==> src/rtl/cnt_mod_updown_if.sv <==
`default_nettype none
// ============================================================================
// Module   : cnt_mod_updown_if
// Purpose  : Control/status bundle for the modulo up/down counter.
//            The master side (timer, divider or scan block) drives the
//            control lines and observes the count and event pulses.
//            The slave side is the counter itself.
// Signals  : en        - count enable, advances the prescaler
//            up        - direction, 1 = increment, 0 = decrement
//            clr       - synchronous clear of count and prescaler
//            load      - synchronous parallel load
//            load_val  - value to load (WIDTH bits)
//            o_cnt     - current count (WIDTH bits, registered)
//            o_tc      - terminal count for the current direction (comb.)
//            o_wrap    - one-cycle pulse after a wrapping step
//            o_load_err- one-cycle pulse after an out-of-range load
// Revision : 1.0  initial release
// ============================================================================
interface cnt_mod_updown_if #(
    parameter int WIDTH = 4
);
    logic             en;
    logic             up;
    logic             clr;
    logic             load;
    logic [WIDTH-1:0] load_val;
    logic [WIDTH-1:0] o_cnt;
    logic             o_tc;
    logic             o_wrap;
    logic             o_load_err;

    modport master (
        output en, up, clr, load, load_val,
        input  o_cnt, o_tc, o_wrap, o_load_err
    );

    modport slave (
        input  en, up, clr, load, load_val,
        output o_cnt, o_tc, o_wrap, o_load_err
    );
endinterface
`default_nettype wire

==> src/rtl/cnt_mod_updown.sv <==
`default_nettype none
// ============================================================================
// Module   : cnt_mod_updown
// Purpose  : Parametrised modulo up/down counter with prescaler, synchronous
//            clear, parallel load and wrap signalling. Counts 0..MOD-1 and
//            takes one step every PRESCALE enabled cycles.
// Params   : WIDTH    - count width, must hold the modulus (MOD <= 2**WIDTH)
//            modulus  - parameter MOD, at least 2
//            prescale - parameter PRESCALE, enabled cycles per step, >= 1
// Ports    : clk      - rising-edge clock
//            rst_n    - asynchronous active-low reset
//            bus      - control/status bundle (slave modport)
// Revision : 1.0  initial release
// ============================================================================
module cnt_mod_updown #(
    parameter int WIDTH    = 4,
    parameter int MOD      = 16,
    parameter int PRESCALE = 1
) (
    input  logic            clk,
    input  logic            rst_n,
    cnt_mod_updown_if.slave bus
);

    // Prescaler is at least one bit wide; with PRESCALE=1 it simply stays 0.
    localparam int                c_PS_W    = (PRESCALE > 1) ? $clog2(PRESCALE) : 1;
    localparam logic [c_PS_W-1:0] c_PS_LAST = c_PS_W'(PRESCALE - 1);
    localparam logic [WIDTH-1:0]  c_CNT_MAX = WIDTH'(MOD - 1);

    logic [WIDTH-1:0]  r_cnt;
    logic [c_PS_W-1:0] r_ps;
    logic              r_wrap;
    logic              r_load_err;

    logic              w_tc;
    logic              w_ps_last;
    logic              w_load_oor;
    logic [WIDTH-1:0]  w_cnt_inc;
    logic [WIDTH-1:0]  w_cnt_dec;

    // Terminal count doubles as the "this step wraps" condition.
    assign w_tc      = bus.up ? (r_cnt == c_CNT_MAX) : (r_cnt == '0);
    assign w_ps_last = (r_ps == c_PS_LAST);

    // One extra bit keeps the range check correct when MOD = 2**WIDTH.
    assign w_load_oor = ({1'b0, bus.load_val} > {1'b0, c_CNT_MAX});

    // Explicit wrap at both ends so the count never leaves 0..MOD-1,
    // independent of whether MOD fills the register.
    assign w_cnt_inc = (r_cnt == c_CNT_MAX) ? '0 : r_cnt + WIDTH'(1);
    assign w_cnt_dec = (r_cnt == '0) ? c_CNT_MAX : r_cnt - WIDTH'(1);

    always_ff @(posedge clk or negedge rst_n) begin
        if (!rst_n) begin
            r_cnt      <= '0;
            r_ps       <= '0;
            r_wrap     <= 1'b0;
            r_load_err <= 1'b0;
        end else begin
            // Event pulses default low so they never outlast one cycle.
            r_wrap     <= 1'b0;
            r_load_err <= 1'b0;
            if (bus.clr) begin
                r_cnt <= '0;
                r_ps  <= '0;
            end else if (bus.load) begin
                r_ps <= '0;
                if (w_load_oor) begin
                    r_cnt      <= c_CNT_MAX;
                    r_load_err <= 1'b1;
                end else begin
                    r_cnt <= bus.load_val;
                end
            end else if (bus.en) begin
                if (w_ps_last) begin
                    r_ps   <= '0;
                    r_cnt  <= bus.up ? w_cnt_inc : w_cnt_dec;
                    r_wrap <= w_tc;
                end else begin
                    r_ps <= r_ps + c_PS_W'(1);
                end
            end
        end
    end

    assign bus.o_cnt      = r_cnt;
    assign bus.o_tc       = w_tc;
    assign bus.o_wrap     = r_wrap;
    assign bus.o_load_err = r_load_err;

endmodule
`default_nettype wire
==> src/flat_wrapper.sv <==
// flat-port wrapper written by rule: the top's interface ports become plain ports
module cnt_mod_updown_flat 
#(
    parameter int WIDTH    = 4,
    parameter int MOD      = 16,
    parameter int PRESCALE = 1
)
  (clk, rst_n, bus_en, bus_up, bus_clr, bus_load, bus_load_val, bus_o_cnt, bus_o_tc, bus_o_wrap, bus_o_load_err);
  cnt_mod_updown_if #(.WIDTH(WIDTH)) bus_i ();
  input  logic clk;
  input  logic rst_n;
  input wire logic [$bits(bus_i.en)-1:0] bus_en;
  input wire logic [$bits(bus_i.up)-1:0] bus_up;
  input wire logic [$bits(bus_i.clr)-1:0] bus_clr;
  input wire logic [$bits(bus_i.load)-1:0] bus_load;
  input wire logic [$bits(bus_i.load_val)-1:0] bus_load_val;
  output wire logic [$bits(bus_i.o_cnt)-1:0] bus_o_cnt;
  output wire logic [$bits(bus_i.o_tc)-1:0] bus_o_tc;
  output wire logic [$bits(bus_i.o_wrap)-1:0] bus_o_wrap;
  output wire logic [$bits(bus_i.o_load_err)-1:0] bus_o_load_err;
  assign bus_i.en = bus_en;
  assign bus_i.up = bus_up;
  assign bus_i.clr = bus_clr;
  assign bus_i.load = bus_load;
  assign bus_i.load_val = bus_load_val;
  assign bus_o_cnt = bus_i.o_cnt;
  assign bus_o_tc = bus_i.o_tc;
  assign bus_o_wrap = bus_i.o_wrap;
  assign bus_o_load_err = bus_i.o_load_err;
  cnt_mod_updown #(.WIDTH(WIDTH), .MOD(MOD), .PRESCALE(PRESCALE)) u_core (.clk(clk), .rst_n(rst_n), .bus(bus_i));
endmodule
==> config.mk <==
export PLATFORM = sky130hd
export DESIGN_NAME = cnt_mod_updown_flat
export DESIGN_NICKNAME = d
export VERILOG_FILES = /design/src/rtl/cnt_mod_updown_if.sv /design/src/rtl/cnt_mod_updown.sv /design/src/flat_wrapper.sv
export SDC_FILE = /design/constraint.sdc
export NUM_CORES = 1
export LEC_CHECK = 0
export ABC_AREA = 1
export BUFFER_PORTS_ARGS = -buffer_cell sky130_fd_sc_hd__clkbuf_2
export CAP_MARGIN = 20
export CELL_PAD_IN_SITES_DETAIL_PLACEMENT = 0
export CELL_PAD_IN_SITES_GLOBAL_PLACEMENT = 1
export CORE_MARGIN = 4
export CORE_UTILIZATION = 27
export DETAILED_ROUTE_END_ITERATION = 16
export PLACE_DENSITY_LB_ADDON = 0.1
export SYNTH_ARGS = -nofsm -noshare
export SYNTH_HDL_FRONTEND = slang
export SYNTH_SLANG_ARGS = --single-unit
==> constraint.sdc <==
create_clock -name clk -period 1.3 [get_ports clk]
set_clock_uncertainty 0.2 [all_clocks]
set_input_delay 0.13 -clock clk [delete_from_list [all_inputs] [get_ports clk]]
set_output_delay 0.13 -clock clk [all_outputs]
set_load 0.01 [all_outputs]
## Word level (Yosys, flattened, before mapping)

Cells that the tools add are included.

- $add $sub $neg: 3
- Equality and inequality tests: 2
- Multiplexer cells: 16
- Reduce and logical (&&, ||, !) cells: 3

Operators by type and width:

| operator | number |
|---|---|
| $mux W4 | 7 |
| $mux W1 | 9 |
| $add A4 B1 Y4 const B | 1 |
| $eq A4 B4 Y1 const B | 1 |
| $logic_not A4 Y1 | 1 |
| $sub A4 B1 Y4 const B | 1 |
| $ne A3 B3 Y1 const B | 1 |
| $reduce_bool A3 Y1 | 1 |
| $reduce_and A2 Y1 | 1 |
| $add A1 B1 Y1 const B | 1 |

- Register bits: 6
- Input bits: 10
- Output and inout port bits: 7
- Logic and storage cells: 27

## Longest topological paths before layout

- Depth after elaboration: 7
- Gate-level depth with buffers: 10

## Least setup slack after synthesis

No wires, ideal clock.

- Kind: flip-flop to flip-flop
- From: register u_core.r_cnt[1], in the netlist u_core.bus.o_cnt[1]
- To: register u_core.r_cnt[1], in the netlist u_core.bus.o_cnt[1]
- Setup time: 0.127 ns
- Arrival: 1.168 ns
- Path slack: -0.196 ns
- Cell stages (with the launch flop): 7
- Buffers on the path: 0
- Period minus slack after synthesis: 1.496 ns
- Cell sequence: dfrtp_1 > inv_1 > ha_1 > a21oi_1 > o21ai_0 > o2111ai_1 > o21ai_1

- Cells in the longest elaborated chain, start to end: 7

Ends and longest elaborated chain:

| what | line | text |
|---|---|---|
| start: declaration | cnt_mod_updown.sv:30 | `logic [WIDTH-1:0] r_cnt;` |
| start signal: assignment | cnt_mod_updown.sv:69 | `r_cnt <= c_CNT_MAX;` |
| start signal: assignment | cnt_mod_updown.sv:72 | `r_cnt <= bus.load_val;` |
| start signal: assignment | cnt_mod_updown.sv:77 | `r_cnt <= bus.up ? w_cnt_inc : w_cnt_dec;` |
| $sub A4 B1 Y4, or another cell as far along | cnt_mod_updown.sv:51 | `assign w_cnt_dec = (r_cnt == '0) ? c_CNT_MAX : r_cnt - WIDTH'(1);` |
| $mux W4, on equally long branches | cnt_mod_updown.sv:51, cnt_mod_updown.sv:50 |  |
| $mux W4 * | cnt_mod_updown.sv:77 |  |
| $mux W4 * | cnt_mod_updown.sv:75 | `if (w_ps_last) begin` |
| $mux W4 * | cnt_mod_updown.sv:74 | `end else if (bus.en) begin` |
| $mux W4 * | cnt_mod_updown.sv:66 | `end else if (bus.load) begin` |
| $mux W4 * | cnt_mod_updown.sv:63 | `if (bus.clr) begin` |

Every way passes the cells marked *; elsewhere a longest branch is shown, timed or not. The select of a mux whose other input is x is not followed.
A chain may end at the register's enable or synchronous reset.

## Worst setup path after layout

- From: register u_core.r_cnt[1], in the netlist u_core.bus.o_cnt[1]
- To: output bus_o_tc

- Cells in the longest elaborated chain, start to end: 2

Ends and longest elaborated chain:

| what | line | text |
|---|---|---|
| $eq A4 B4 Y1 or $logic_not A4 Y1 (tied branches) | cnt_mod_updown.sv:42 | `assign w_tc = bus.up ? (r_cnt == c_CNT_MAX) : (r_cnt == '0);` |
| $mux W1 * | cnt_mod_updown.sv:42 |  |
| end: declaration | flat_wrapper.sv:18 | `output wire logic [$bits(bus_i.o_tc)-1:0] bus_o_tc;` |

Every way passes the cells marked *; elsewhere a longest branch is shown, timed or not.

==> impl_metrics.env <==
export IMPL_synth_cell_types=21
export IMPL_postRouteAntennaNets=0
export IMPL_n_fill_cell=154
export IMPL_drive_above_1_share_pct=61.9
export IMPL_die_y_um=48.5
export IMPL_finalSetupViolations=7
export IMPL_hpwl_um=948
export IMPL_die_x_um=48.5
export IMPL_fin_hold_ws_ns=0.00193
export IMPL_via_count=526
export IMPL_row_count=14
export IMPL_dieArea_um2=2350
export IMPL_cp_end_kind="output port"
export IMPL_finalCriticalPeriod_ns=1.54
export IMPL_min_path_type="in2reg"
export IMPL_synthTopCellsByArea="dfrtp_1 28%, nand2_1 16%, nand3_1 7.9%"
export IMPL_syn_area_um2=443
export IMPL_initial_core_util_pct=29.1
export IMPL_dpl_worst_slack_ns=-0.0917
export IMPL_synth_top_area_share_pct=28.2
export IMPL_period_share_pct=118
export IMPL_status="finished, violations left"
export IMPL_finalNetCount=110
export IMPL_failed_checks="negative setup slack"
export IMPL_io_pins=17
export IMPL_total_power_uw=686
export IMPL_start_kind="register"
export IMPL_ys_seq_elements=5
export IMPL_worst_setup_path_type="reg2out"
export IMPL_htreeDepth=1
export IMPL_powerDensity_nw_per_um2=874
export IMPL_path_clk_slew_ns=0.04
export IMPL_drt_iter0_markers=6
export IMPL_fin_setup_tns_ns=-0.885
export IMPL_grt_overflow_total=0
export IMPL_drc=0
export IMPL_rsz0062_at_grt="true"
export IMPL_avgRoutedWirePerCell_um=12.0
export IMPL_postSynthCellCount=65
export IMPL_p_leak_uw=0.000381
export IMPL_grt_pass1_wl_um=2140
export IMPL_cp_required_ns=0.97
export IMPL_grt_max_degree=9
export IMPL_syn_area_per_cell_um2=6.81
export IMPL_synthToLayoutAreaGrowth_pct=77.1
export IMPL_final_max_slew_viol_count=0
export IMPL_syn_num_nets=77
export IMPL_avgViaCountPerCell=4.65
export IMPL_portBuffers=15
export IMPL_cts_sinks=5
export IMPL_antenna_cells=0
export IMPL_yosysWarnings=0
export IMPL_drt_wl_total_um=1360
export IMPL_place_gp_congestion=0.720
export IMPL_fin_ws_ns=-0.239
export IMPL_vdd_drop_max_uv=313
export IMPL_yosysTopAreaCell="dfrtp_1"
export IMPL_core_um2=1520
export IMPL_drv_cap=0
export IMPL_worst_endpoint_arrival_ns=1.21
export IMPL_dr_pass1_iters=4
export IMPL_cts_root_buf="clkbuf_4"
export IMPL_cts_tree="yes"
export IMPL_numCtsBuffers=3
export IMPL_critical_path_peak_fanout=3
export IMPL_final_hold_viol_count=0
export IMPL_track_usage_pct=11.8
export IMPL_grt_pass1_vias=490
export IMPL_antenna_found_initial=0
export IMPL_max_freq_ghz=0.650
export IMPL_cts_buffer_depth=2
export IMPL_yosysSeqAreaShare_pct=28.2
export IMPL_clock_latency_ns=0.24
-- stage by stage --
| stage | utilization [%] | cells | area [um^2] |
|---|---|---|---|
| 3_5_place_dp | 40.1 | 101 | 612 |
| 2_1_floorplan | - | 65 | 470 |
| 6_report | 51.5 | 113 | 785 |
| 4_1_cts | 48.7 | 113 | 742 |
| 3_3_place_gp | 40.1 | 101 | 612 |
| 5_1_grt | 51.5 | 113 | 785 |
-- per-layer routing --
layer  global-route usage, %  part of all wire (%)  up-vias
met5                       0                     0        -
met4                    8.07                   2.1        0
met2                    19.8                    52       14
met1                    13.0                    42      237
met3                    2.76                   3.7        4
li1                        -                     -      271
-- Yosys cell counts --
cell and count:
nand2_1 19, nand3_1 7, nor2_1 6, dfrtp_1 5, a21oi_1 3, inv_1 3, inv_2 3, ha_1 2
nand4_1 2, nor2_2 2, nor2_4 2, o21ai_1 2, buf_4 1, buf_6 1, conb_1 1, inv_4 1
nand2_2 1, nand2_4 1, o2111ai_1 1, o21ai_0 1, o21ai_2 1
-- cell type report --
cell class	count	area, um^2	area share [%]
Timing Repair Buffer	30	229	29.2
Sequential cell	5	130	16.6
Tap cell	16	20.0	2.55
Clock buffer	4	26.3	3.35
Multi-Input combinational cell	51	348	44.3
Inverter	7	31.3	3.99
-- worst max-delay path, cell delays in order (launching register included) --
cell and delay (ns):
dfrtp_2 0.44, inv_2 0.09, ha_4 0.16, nand3_4 0.08
nand2_2 0.09, buf_6 0.10
-- cell usage in the layout, fill, tap and decap left out, types with 3 or more instances in the layout --
master / count
nor2_1: 4
clkbuf_2: 13
dfrtp_2: 4
o21ai_1: 3
inv_2: 4
buf_4: 9
buf_6: 5
nand2_2: 3
clkbuf_4: 3
nor2_2: 3
nor2_4: 3
nand2_1: 16
nand3_1: 4
-- worst paths after layout --
path	startpoint	to	slack [ns]	cells after the start
setup / recovery	u_core.bus.o_cnt[1]$_DFFE_PN0P_	bus_o_tc	-0.24	5
max in group asynchronous	rst_n	u_core.bus.o_cnt[2]$_DFFE_PN0P_	0.69	2
hold / removal	bus_clr	u_core.bus.o_wrap$_DFF_PN0_	0.002	4
hold reg to reg	u_core.bus.o_cnt[3]$_DFFE_PN0P_	u_core.bus.o_cnt[3]$_DFFE_PN0P_	0.48	3
min in group asynchronous	rst_n	u_core.bus.o_cnt[1]$_DFFE_PN0P_	0.05	2
setup reg to reg	u_core.bus.o_cnt[1]$_DFFE_PN0P_	u_core.bus.o_cnt[3]$_DFFE_PN0P_	-0.17	9
-- power breakdown --
group | total, uW | switching [uW] | internal, uW
clock | 179 | 62.6 | 116
sequential | 202 | 29.6 | 172
combinational | 306 | 144 | 161
-- kinds of logic (layout without fill, tap and decap cells) --
family | Yosys count | in the layout | synth area share, %
AND/OR/NAND/NOR | 40 | 40 | 43.8
buffers and inverters | 9 | 41 | 10.7
AO/OA/AOI/OAI | 8 | 8 | 10.7
flip-flops | 5 | 5 | 28.2
adder cells (fa/ha/maj) | 2 | 2 | 5.65
other | 1 | 1 | 0.847
-- flip-flops by register name, summed over array words and instances (netlist names) --
name and flops:
u_core.bus.o_cnt 4, u_core.bus.o_wrap 1
-- what timing repair did --
| action | 4_1_cts | 5_1_grt |
|---|---|---|
| hold buffers | 2 | 0 |
| buffers inserted | 6 | 2 |
| setup endpoints to repair | 6 | 9 |
| pin swaps | 3 | 9 |
| endpoints found under the hold margin | 8 | 0 |
| gates resized for setup | 9 | 13 |
Note: power is estimated with default switching activity, not from simulation.
